## src/rtl/rec_df_bank_ctrl_pkg.sv

```systemverilog
// Shared nova defaults and types for the reconstruction/deblocking bank controller.
package rec_df_bank_ctrl_pkg;

  localparam int NOVA_PIX_W         = 8;
  localparam int NOVA_DATA_W        = 4 * NOVA_PIX_W;
  localparam int NOVA_LUMA_BLKS     = 16;
  localparam int NOVA_CHROMA_BLKS   = 8;
  localparam int NOVA_BLK_NUM       = NOVA_LUMA_BLKS + NOVA_CHROMA_BLKS;
  localparam int NOVA_WORDS_PER_BLK = 4;
  localparam int NOVA_NUM_BANKS     = 2;

  // Individual protocol-error sources; any one of them sets the sticky flag.
  typedef struct packed {
    logic wr_no_bank;
    logic rd_no_bank;
    logic wr_done_ovf;
    logic rd_done_unf;
    logic bad_blk;
  } df_err_t;

endpackage

```

## src/rtl/rec_df_bank_ctrl_ptr.sv

```systemverilog
// Bank rotation bookkeeping: write/read pointers, filled-bank count and ready flags.
module rec_df_bank_ptr
  import rec_df_bank_ctrl_pkg::*;
#(
  parameter int  NUM_BANKS = NOVA_NUM_BANKS,
  localparam int PTR_W     = $clog2(NUM_BANKS),
  localparam int CNT_W     = $clog2(NUM_BANKS + 1)
) (
  input  logic             clk,
  input  logic             reset_n,
  input  logic             wr_done_i,
  input  logic             rd_done_i,
  output logic [PTR_W-1:0] wp_o,
  output logic [PTR_W-1:0] rp_o,
  output logic             wr_ready_o,
  output logic             rd_ready_o,
  output logic             wr_done_err_o,
  output logic             rd_done_err_o
);

  logic [PTR_W-1:0] wp_q, wp_d;
  logic [PTR_W-1:0] rp_q, rp_d;
  logic [CNT_W-1:0] full_cnt_q, full_cnt_d;
  logic             wr_done_ok;
  logic             rd_done_ok;

  function automatic logic [PTR_W-1:0] ptr_inc(input logic [PTR_W-1:0] p);
    return (p == PTR_W'(NUM_BANKS - 1)) ? '0 : p + PTR_W'(1);
  endfunction

  assign wr_ready_o = (full_cnt_q < CNT_W'(NUM_BANKS));
  assign rd_ready_o = (full_cnt_q != '0);

  // A release on a full set still lets a same-cycle completion through.
  assign rd_done_ok    = rd_done_i & rd_ready_o;
  assign wr_done_ok    = wr_done_i & (wr_ready_o | rd_done_ok);
  assign wr_done_err_o = wr_done_i & ~wr_done_ok;
  assign rd_done_err_o = rd_done_i & ~rd_done_ok;

  // NOTE: every combinational output gets a default first so no latch is inferred.
  always_comb begin
    wp_d       = wp_q;
    rp_d       = rp_q;
    full_cnt_d = full_cnt_q;
    if (wr_done_ok) wp_d = ptr_inc(wp_q);
    if (rd_done_ok) rp_d = ptr_inc(rp_q);
    case ({wr_done_ok, rd_done_ok})
      2'b10:   full_cnt_d = full_cnt_q + CNT_W'(1);
      2'b01:   full_cnt_d = full_cnt_q - CNT_W'(1);
      default: full_cnt_d = full_cnt_q;
    endcase
  end

  // NOTE: state updates use non-blocking assignments so all registers see pre-edge values.
  always_ff @(posedge clk or negedge reset_n) begin
    if (!reset_n) begin
      wp_q       <= '0;
      rp_q       <= '0;
      full_cnt_q <= '0;
    end else begin
      wp_q       <= wp_d;
      rp_q       <= rp_d;
      full_cnt_q <= full_cnt_d;
    end
  end

  assign wp_o = wp_q;
  assign rp_o = rp_q;

endmodule

```

## src/rtl/rec_df_bank_ctrl.sv

```systemverilog
// Rotating single-port SRAM bank controller between reconstruction (writer) and deblocking (reader).
module rec_df_bank_ctrl
  import rec_df_bank_ctrl_pkg::*;
#(
  parameter int  DATA_W        = NOVA_DATA_W,
  parameter int  BLK_NUM       = NOVA_BLK_NUM,
  parameter int  WORDS_PER_BLK = NOVA_WORDS_PER_BLK,
  parameter int  NUM_BANKS     = NOVA_NUM_BANKS,
  localparam int ADDR_W        = $clog2(BLK_NUM * WORDS_PER_BLK),
  localparam int BLK_W         = $clog2(BLK_NUM),
  localparam int OFS_W         = $clog2(WORDS_PER_BLK),
  localparam int PTR_W         = $clog2(NUM_BANKS)
) (
  input  logic                        clk,
  input  logic                        reset_n,
  input  logic                        disable_df_i,
  input  logic                        wr_en_i,
  input  logic [BLK_W-1:0]            wr_blk_i,
  input  logic [OFS_W-1:0]            wr_ofs_i,
  input  logic [DATA_W-1:0]           wr_data_i,
  input  logic                        wr_mb_done_i,
  input  logic                        rd_en_i,
  input  logic [BLK_W-1:0]            rd_blk_i,
  input  logic [OFS_W-1:0]            rd_ofs_i,
  input  logic                        rd_mb_done_i,
  output logic                        wr_ready_o,
  output logic                        rd_ready_o,
  output logic [DATA_W-1:0]           rd_dout_o,
  output logic                        rd_valid_o,
  output logic                        err_o,
  output logic [NUM_BANKS-1:0]        ram_wr_o,
  output logic [NUM_BANKS-1:0]        ram_rd_o,
  output logic [NUM_BANKS*ADDR_W-1:0] ram_addr_o,
  output logic [DATA_W-1:0]           ram_din_o,
  input  logic [NUM_BANKS*DATA_W-1:0] ram_dout_i
);

  logic [PTR_W-1:0]  wp;
  logic [PTR_W-1:0]  rp;
  logic              wr_done_err;
  logic              rd_done_err;
  logic              wr_blk_ok;
  logic              rd_blk_ok;
  logic              wr_acc;
  logic              rd_acc;
  logic [ADDR_W-1:0] wr_addr;
  logic [ADDR_W-1:0] rd_addr;
  df_err_t           err_src;

  logic              err_q;
  logic              rd_valid_q;
  logic [PTR_W-1:0]  rd_bank_q;

  // With deblocking off, completions are swallowed so no bank is ever handed to the reader.
  rec_df_bank_ptr #(
    .NUM_BANKS (NUM_BANKS)
  ) u_ptr (
    .clk           (clk),
    .reset_n       (reset_n),
    .wr_done_i     (wr_mb_done_i & ~disable_df_i),
    .rd_done_i     (rd_mb_done_i),
    .wp_o          (wp),
    .rp_o          (rp),
    .wr_ready_o    (wr_ready_o),
    .rd_ready_o    (rd_ready_o),
    .wr_done_err_o (wr_done_err),
    .rd_done_err_o (rd_done_err)
  );

  // Compare in 32 bits so a power-of-two BLK_NUM does not wrap the bound.
  assign wr_blk_ok = (int'(wr_blk_i) < BLK_NUM);
  assign rd_blk_ok = (int'(rd_blk_i) < BLK_NUM);

  assign wr_acc = wr_en_i & wr_ready_o & ~disable_df_i & wr_blk_ok;
  assign rd_acc = rd_en_i & rd_ready_o & rd_blk_ok;

  assign wr_addr = ADDR_W'(wr_blk_i) * ADDR_W'(WORDS_PER_BLK) + ADDR_W'(wr_ofs_i);
  assign rd_addr = ADDR_W'(rd_blk_i) * ADDR_W'(WORDS_PER_BLK) + ADDR_W'(rd_ofs_i);

  // wp and rp never coincide while both sides are ready, so the two slices never collide.
  always_comb begin
    ram_wr_o   = '0;
    ram_rd_o   = '0;
    ram_addr_o = '0;
    ram_din_o  = '0;
    if (wr_acc) begin
      ram_wr_o[wp]                             = 1'b1;
      ram_addr_o[int'(wp) * ADDR_W +: ADDR_W] = wr_addr;
      ram_din_o                                = wr_data_i;
    end
    if (rd_acc) begin
      ram_rd_o[rp]                             = 1'b1;
      ram_addr_o[int'(rp) * ADDR_W +: ADDR_W] = rd_addr;
    end
  end

  assign err_src.wr_no_bank  = wr_en_i & ~wr_ready_o;
  assign err_src.rd_no_bank  = rd_en_i & ~rd_ready_o;
  assign err_src.wr_done_ovf = wr_done_err;
  assign err_src.rd_done_unf = rd_done_err;
  assign err_src.bad_blk     = (wr_en_i & ~wr_blk_ok) | (rd_en_i & ~rd_blk_ok);

  // The bank is captured at issue so a same-cycle rd_mb_done cannot redirect the data mux.
  always_ff @(posedge clk or negedge reset_n) begin
    if (!reset_n) begin
      err_q      <= 1'b0;
      rd_valid_q <= 1'b0;
      rd_bank_q  <= '0;
    end else begin
      err_q      <= err_q | (|err_src);
      rd_valid_q <= rd_acc;
      if (rd_acc) rd_bank_q <= rp;
    end
  end

  // NOTE: the SRAM arrays are never cleared on reset; the pointers alone decide what is valid.
  // The SRAM output register is the storage stage, so the read word is simply steered here.
  assign rd_dout_o  = rd_valid_q ? ram_dout_i[int'(rd_bank_q) * DATA_W +: DATA_W] : '0;
  assign rd_valid_o = rd_valid_q;
  assign err_o      = err_q;

endmodule
```

## config.mk

```make
export PLATFORM = sky130hd
export DESIGN_NAME = rec_df_bank_ctrl
export DESIGN_NICKNAME = d
export VERILOG_FILES = /design/src/rtl/rec_df_bank_ctrl_pkg.sv /design/src/rtl/rec_df_bank_ctrl_ptr.sv /design/src/rtl/rec_df_bank_ctrl.sv
export SDC_FILE = /design/constraint.sdc
export NUM_CORES = 1
export LEC_CHECK = 0
export CAP_MARGIN = 0
export CELL_PAD_IN_SITES_DETAIL_PLACEMENT = 0
export CELL_PAD_IN_SITES_GLOBAL_PLACEMENT = 1
export CORE_ASPECT_RATIO = 0.7
export CORE_MARGIN = 4
export CORE_UTILIZATION = 16
export CTS_CLUSTER_SIZE = 28
export DETAILED_ROUTE_END_ITERATION = 8
export GPL_TIMING_DRIVEN = 0
export PLACE_DENSITY = 0.84
export SLEW_MARGIN = 10
export SYNTH_ARGS = -nofsm -noshare
export SYNTH_HDL_FRONTEND = slang
export SYNTH_HIERARCHICAL = 1
export SYNTH_SLANG_ARGS = --single-unit
export TNS_END_PERCENT = 10
```

## constraint.sdc

```tcl
create_clock -name clk -period 3.6 [get_ports clk]
set_input_delay 0.54 -clock clk [delete_from_list [all_inputs] [get_ports clk]]
set_output_delay 0.54 -clock clk [all_outputs]
set_load 0.01 [all_outputs]
```

==> impl_metrics.csv <==
group,metric,value,unit
yosys,synth_area,1480,um^2
finish,drive_gt1_share,9.21,%
yosys,synth-async-reset-ratio,100,%
cts,clk_path_buf_depth,2,
floorplan,die_h,88.5,um
timing,tightest_slew,0.316,ns
yosys,syn_nets,292,
place,placed_area,3660,um^2
cts,cts_root_buffer,"clkbuf_16",
finish,antennaDiodeCount,0,
drt,via_per_inst,4.04,
pwr,peakVddDrop,0.163,mV
timing,fmax,338,MHz
yosys,synth-xor-area-share,2.95,%
global_route,grt_pass1_vias,2073,
yosys,synth_top_family_by_area,"simple AND/OR/NAND/NOR gates",
timing,rsz0062_at_grt,"no",
global_route,antenna_found_initial,0,
cts,htreeDepth,1,
global_route,use_met2,23.5,%
drt,drt.antenna.violating_nets,0,
yosys,yosysMostFrequentCell,"nor2b_1",
yosys,synth_seq_cells,7,
yosys,synthMuxAreaShare,32.2,%
timing,hold_viol_final,0,
worst_setup_path,critPathCaptureType,"output pin",
outcome,outcome,"finished, final reports clean",
yosys,yosys_warnings,6,
floorplan,dieWidth,123,um
drt,detail_route.iter0.violations,27,
cts,cts_setup_buffers,0,
drt,drt_wl_total,7290,um
worst_setup_path,critical_path_class,"in -> out",
worst_setup_path,worstPathCellList,"clkdlybuf4s50_1, nand2_1, and4b_4, buf_2, and2_1, clkdlybuf4s50_1",
yosys,synth_area_per_cell,8.52,um^2
floorplan,die-area,10900,um^2
cts,cts_buffers,3,
finish,nets,499,
timing,drv_slew,0,
yosys,yosys_most_used_dff,"dfrtp_1",
drt,drcViolationCount,0,
timing,setup_viol,0,
pwr,p_leak,1.60,nW
floorplan,num_rows,29,
drt,wire_per_inst,14.5,um
floorplan,io_pins,203,
timing,slew_headroom,78.8,%
yosys,synthAdderAreaFrac,0.844,%
drt,num_vias,2034,
finish,fill_cells,877,
global_route,use_met3,6.20,%
place,port_buffers,202,
floorplan,core_area,9030,um^2
worst_setup_path,cp_slowest_stage_delay,0.56,ns
global_route,overflow,0,
timing,setup_tns,0,ns
yosys,ys_seq_area_share,11.8,%
global_route,grt.total_usage,12.2,%
finish,area_delta_synth_final,152,%
yosys,synthSimpleGateAreaFrac,45.2,%
yosys,syn-instance-count,174,
global_route,use_met1,11.8,%
yosys,synth_largest_area_cell,"mux2i_1",
worst_setup_path,crit_path_max_fanout,10,
place,hpwl,6390,um
cts,ctsHoldBuffers,0,
drt,dr.pass1.iters,4,
worst_setup_path,worstSetupStartpointType,"input pin",
global_route,grt_max_degree,11,
cts,post_cts_resized,0,
timing,period_minus_slack,2.96,ns
timing,fin_skew,0.00204,ns
yosys,yosysTopAreaCellShare,21.6,%
worst_setup_path,slowest_stage,"clkdlybuf4s50_1",
floorplan,start_util,16.4,%
place,place.gp.congestion,0.681,
yosys,yosys-top-cells-count,"nor2b_1 (33), and2_1 (32), mux2i_1 (32), mux2_2 (14), and3_1 (12)",
job,maxCapViolations,0,
yosys,synth_edf_count,0,
cts,clkTransAtPathRegs,0.04,ns
yosys,synth_compound_area_share,1.52,%
global_route,grt_first_pass_wirelength,10400,um
worst_setup_path,cp.arrival,2.42,ns
pwr,power.density,378,nW/um^2
global_route,top_usage_layer,"met2",
cts,cts.sinks,7,
cts,clk_latency,0.23,ns
cts,tritoncts,"yes",
finish,finalInstanceArea,3740,um^2
yosys,yosysUniqueCellTypes,30,
yosys,netlist_top_cells_area,"mux2i_1 (22%), nor2b_1 (14%), and2_1 (14%)",
worst_hold_path,hp-class,"reg -> reg",
worst_setup_path,crit_required,3.06,ns
worst_setup_path,worst_path_most_repeated_cell,"clkdlybuf4s50_1",
timing,finalCritPeriodShare,82.1,%
-- stage by stage --
step	util (%)	hold WS, ns	cells	power [mW]	worst slack (ns)
6_report	41.4	0.522	504	1.41	0.643
5_1_grt	41.4	0.539	504	1.51	0.491
4_1_cts	41.4	0.529	504	1.44	0.578
3_5_place_dp	40.5	0.525	500	1.24	0.586
3_3_place_gp	40.5	0.505	500	1.23	0.586
2_1_floorplan	-	0.244	174	0.712	1.84
-- per-layer routing --
layer / up-vias / part of all wire [%]
met2: 134 / 49
met1: 893 / 35
met4: 0 / 0.73
met5: - / 0
met3: 4 / 16
li1: 1003 / -
-- critical path: cells and delay by family --
| family | cells | cell delay, ns |
|---|---|---|
| buffers and inverters | 3 | 1.23 |
| AND/OR/NAND/NOR | 3 | 0.64 |
-- flip-flops by register name, summed over array words and instances (netlist names) --
name              cells
rd_valid_o            1
rd_bank_q             1
u_ptr/rp_o            1
err_o                 1
u_ptr/wp_o            1
u_ptr/full_cnt_q      2
-- final cells by class --
| cell class | count | area (um^2) | area share [%] |
|---|---|---|---|
| Sequential cell | 7 | 175 | 4.69 |
| Tap cell | 124 | 155 | 4.15 |
| Timing Repair Buffer | 202 | 2020 | 54.1 |
| Inverter | 4 | 15.0 | 0.402 |
| Multi-Input combinational cell | 152 | 1230 | 32.8 |
| Buffer | 11 | 65.1 | 1.74 |
| Clock buffer | 4 | 78.8 | 2.11 |
-- final timing paths --
check,cells past startpoint,end,start,slack (ns)
max in group asynchronous,1,rd_bank_q$_DFFE_PN0N_,reset_n,2.79
hold reg to reg,1,u_ptr/full_cnt_q[0]$_DFFE_PN0P_,u_ptr/full_cnt_q[0]$_DFFE_PN0P_,0.52
setup reg to reg,6,u_ptr/full_cnt_q[1]$_DFFE_PN0P_,u_ptr/full_cnt_q[0]$_DFFE_PN0P_,2.07
min in group asynchronous,1,u_ptr/rp_o$_DFFE_PN0P_,reset_n,0.57
hold / removal,1,u_ptr/full_cnt_q[0]$_DFFE_PN0P_,u_ptr/full_cnt_q[0]$_DFFE_PN0P_,0.52
setup / recovery,6,ram_din_o[5],wr_blk_i[4],0.64
-- cells in the final DEF (no fill, tap or decap) --
master,synthesis,final
nor2_1,2,2
o21ai_1,1,1
o21a_1,1,1
clkbuf_16,0,3
clkdlybuf4s50_1,0,202
inv_1,4,4
buf_2,4,4
nor2b_1,33,33
a221o_1,1,1
buf_6,1,1
and2_2,1,1
and2b_2,1,1
mux2_2,14,14
and2_4,1,1
dfrtp_1,7,7
and2_1,32,32
or2_4,1,1
buf_4,3,3
and3b_1,4,4
nand2_2,1,1
mux2i_1,32,32
nand4b_4,1,1
and4b_4,2,2
or3_1,1,1
ha_1,1,1
xnor2_1,4,4
xor2_1,1,1
clkbuf_1,3,4
and4bb_4,1,1
nand4_4,1,1
nand2_1,3,3
and3_1,12,12
-- report_power, final --
part,switching (mW),leakage (nW),total [mW],internal (mW)
clock network,0.0404,0.0382,0.188,0.147
logic,0.432,1.48,1.08,0.644
registers,0.0379,0.0791,0.150,0.112
total,0.510,1.60,1.41,0.903
-- cells by family (layout without fill, tap and decap cells) --
group	Yosys count	in the layout
buf+inv	15	221
xor+xnor	5	5
simple gates	97	97
compound gates	3	3
flops	7	7
mux	46	46
fa+ha+maj	1	1
No activity file was read; power rests on OpenSTA's default activity.
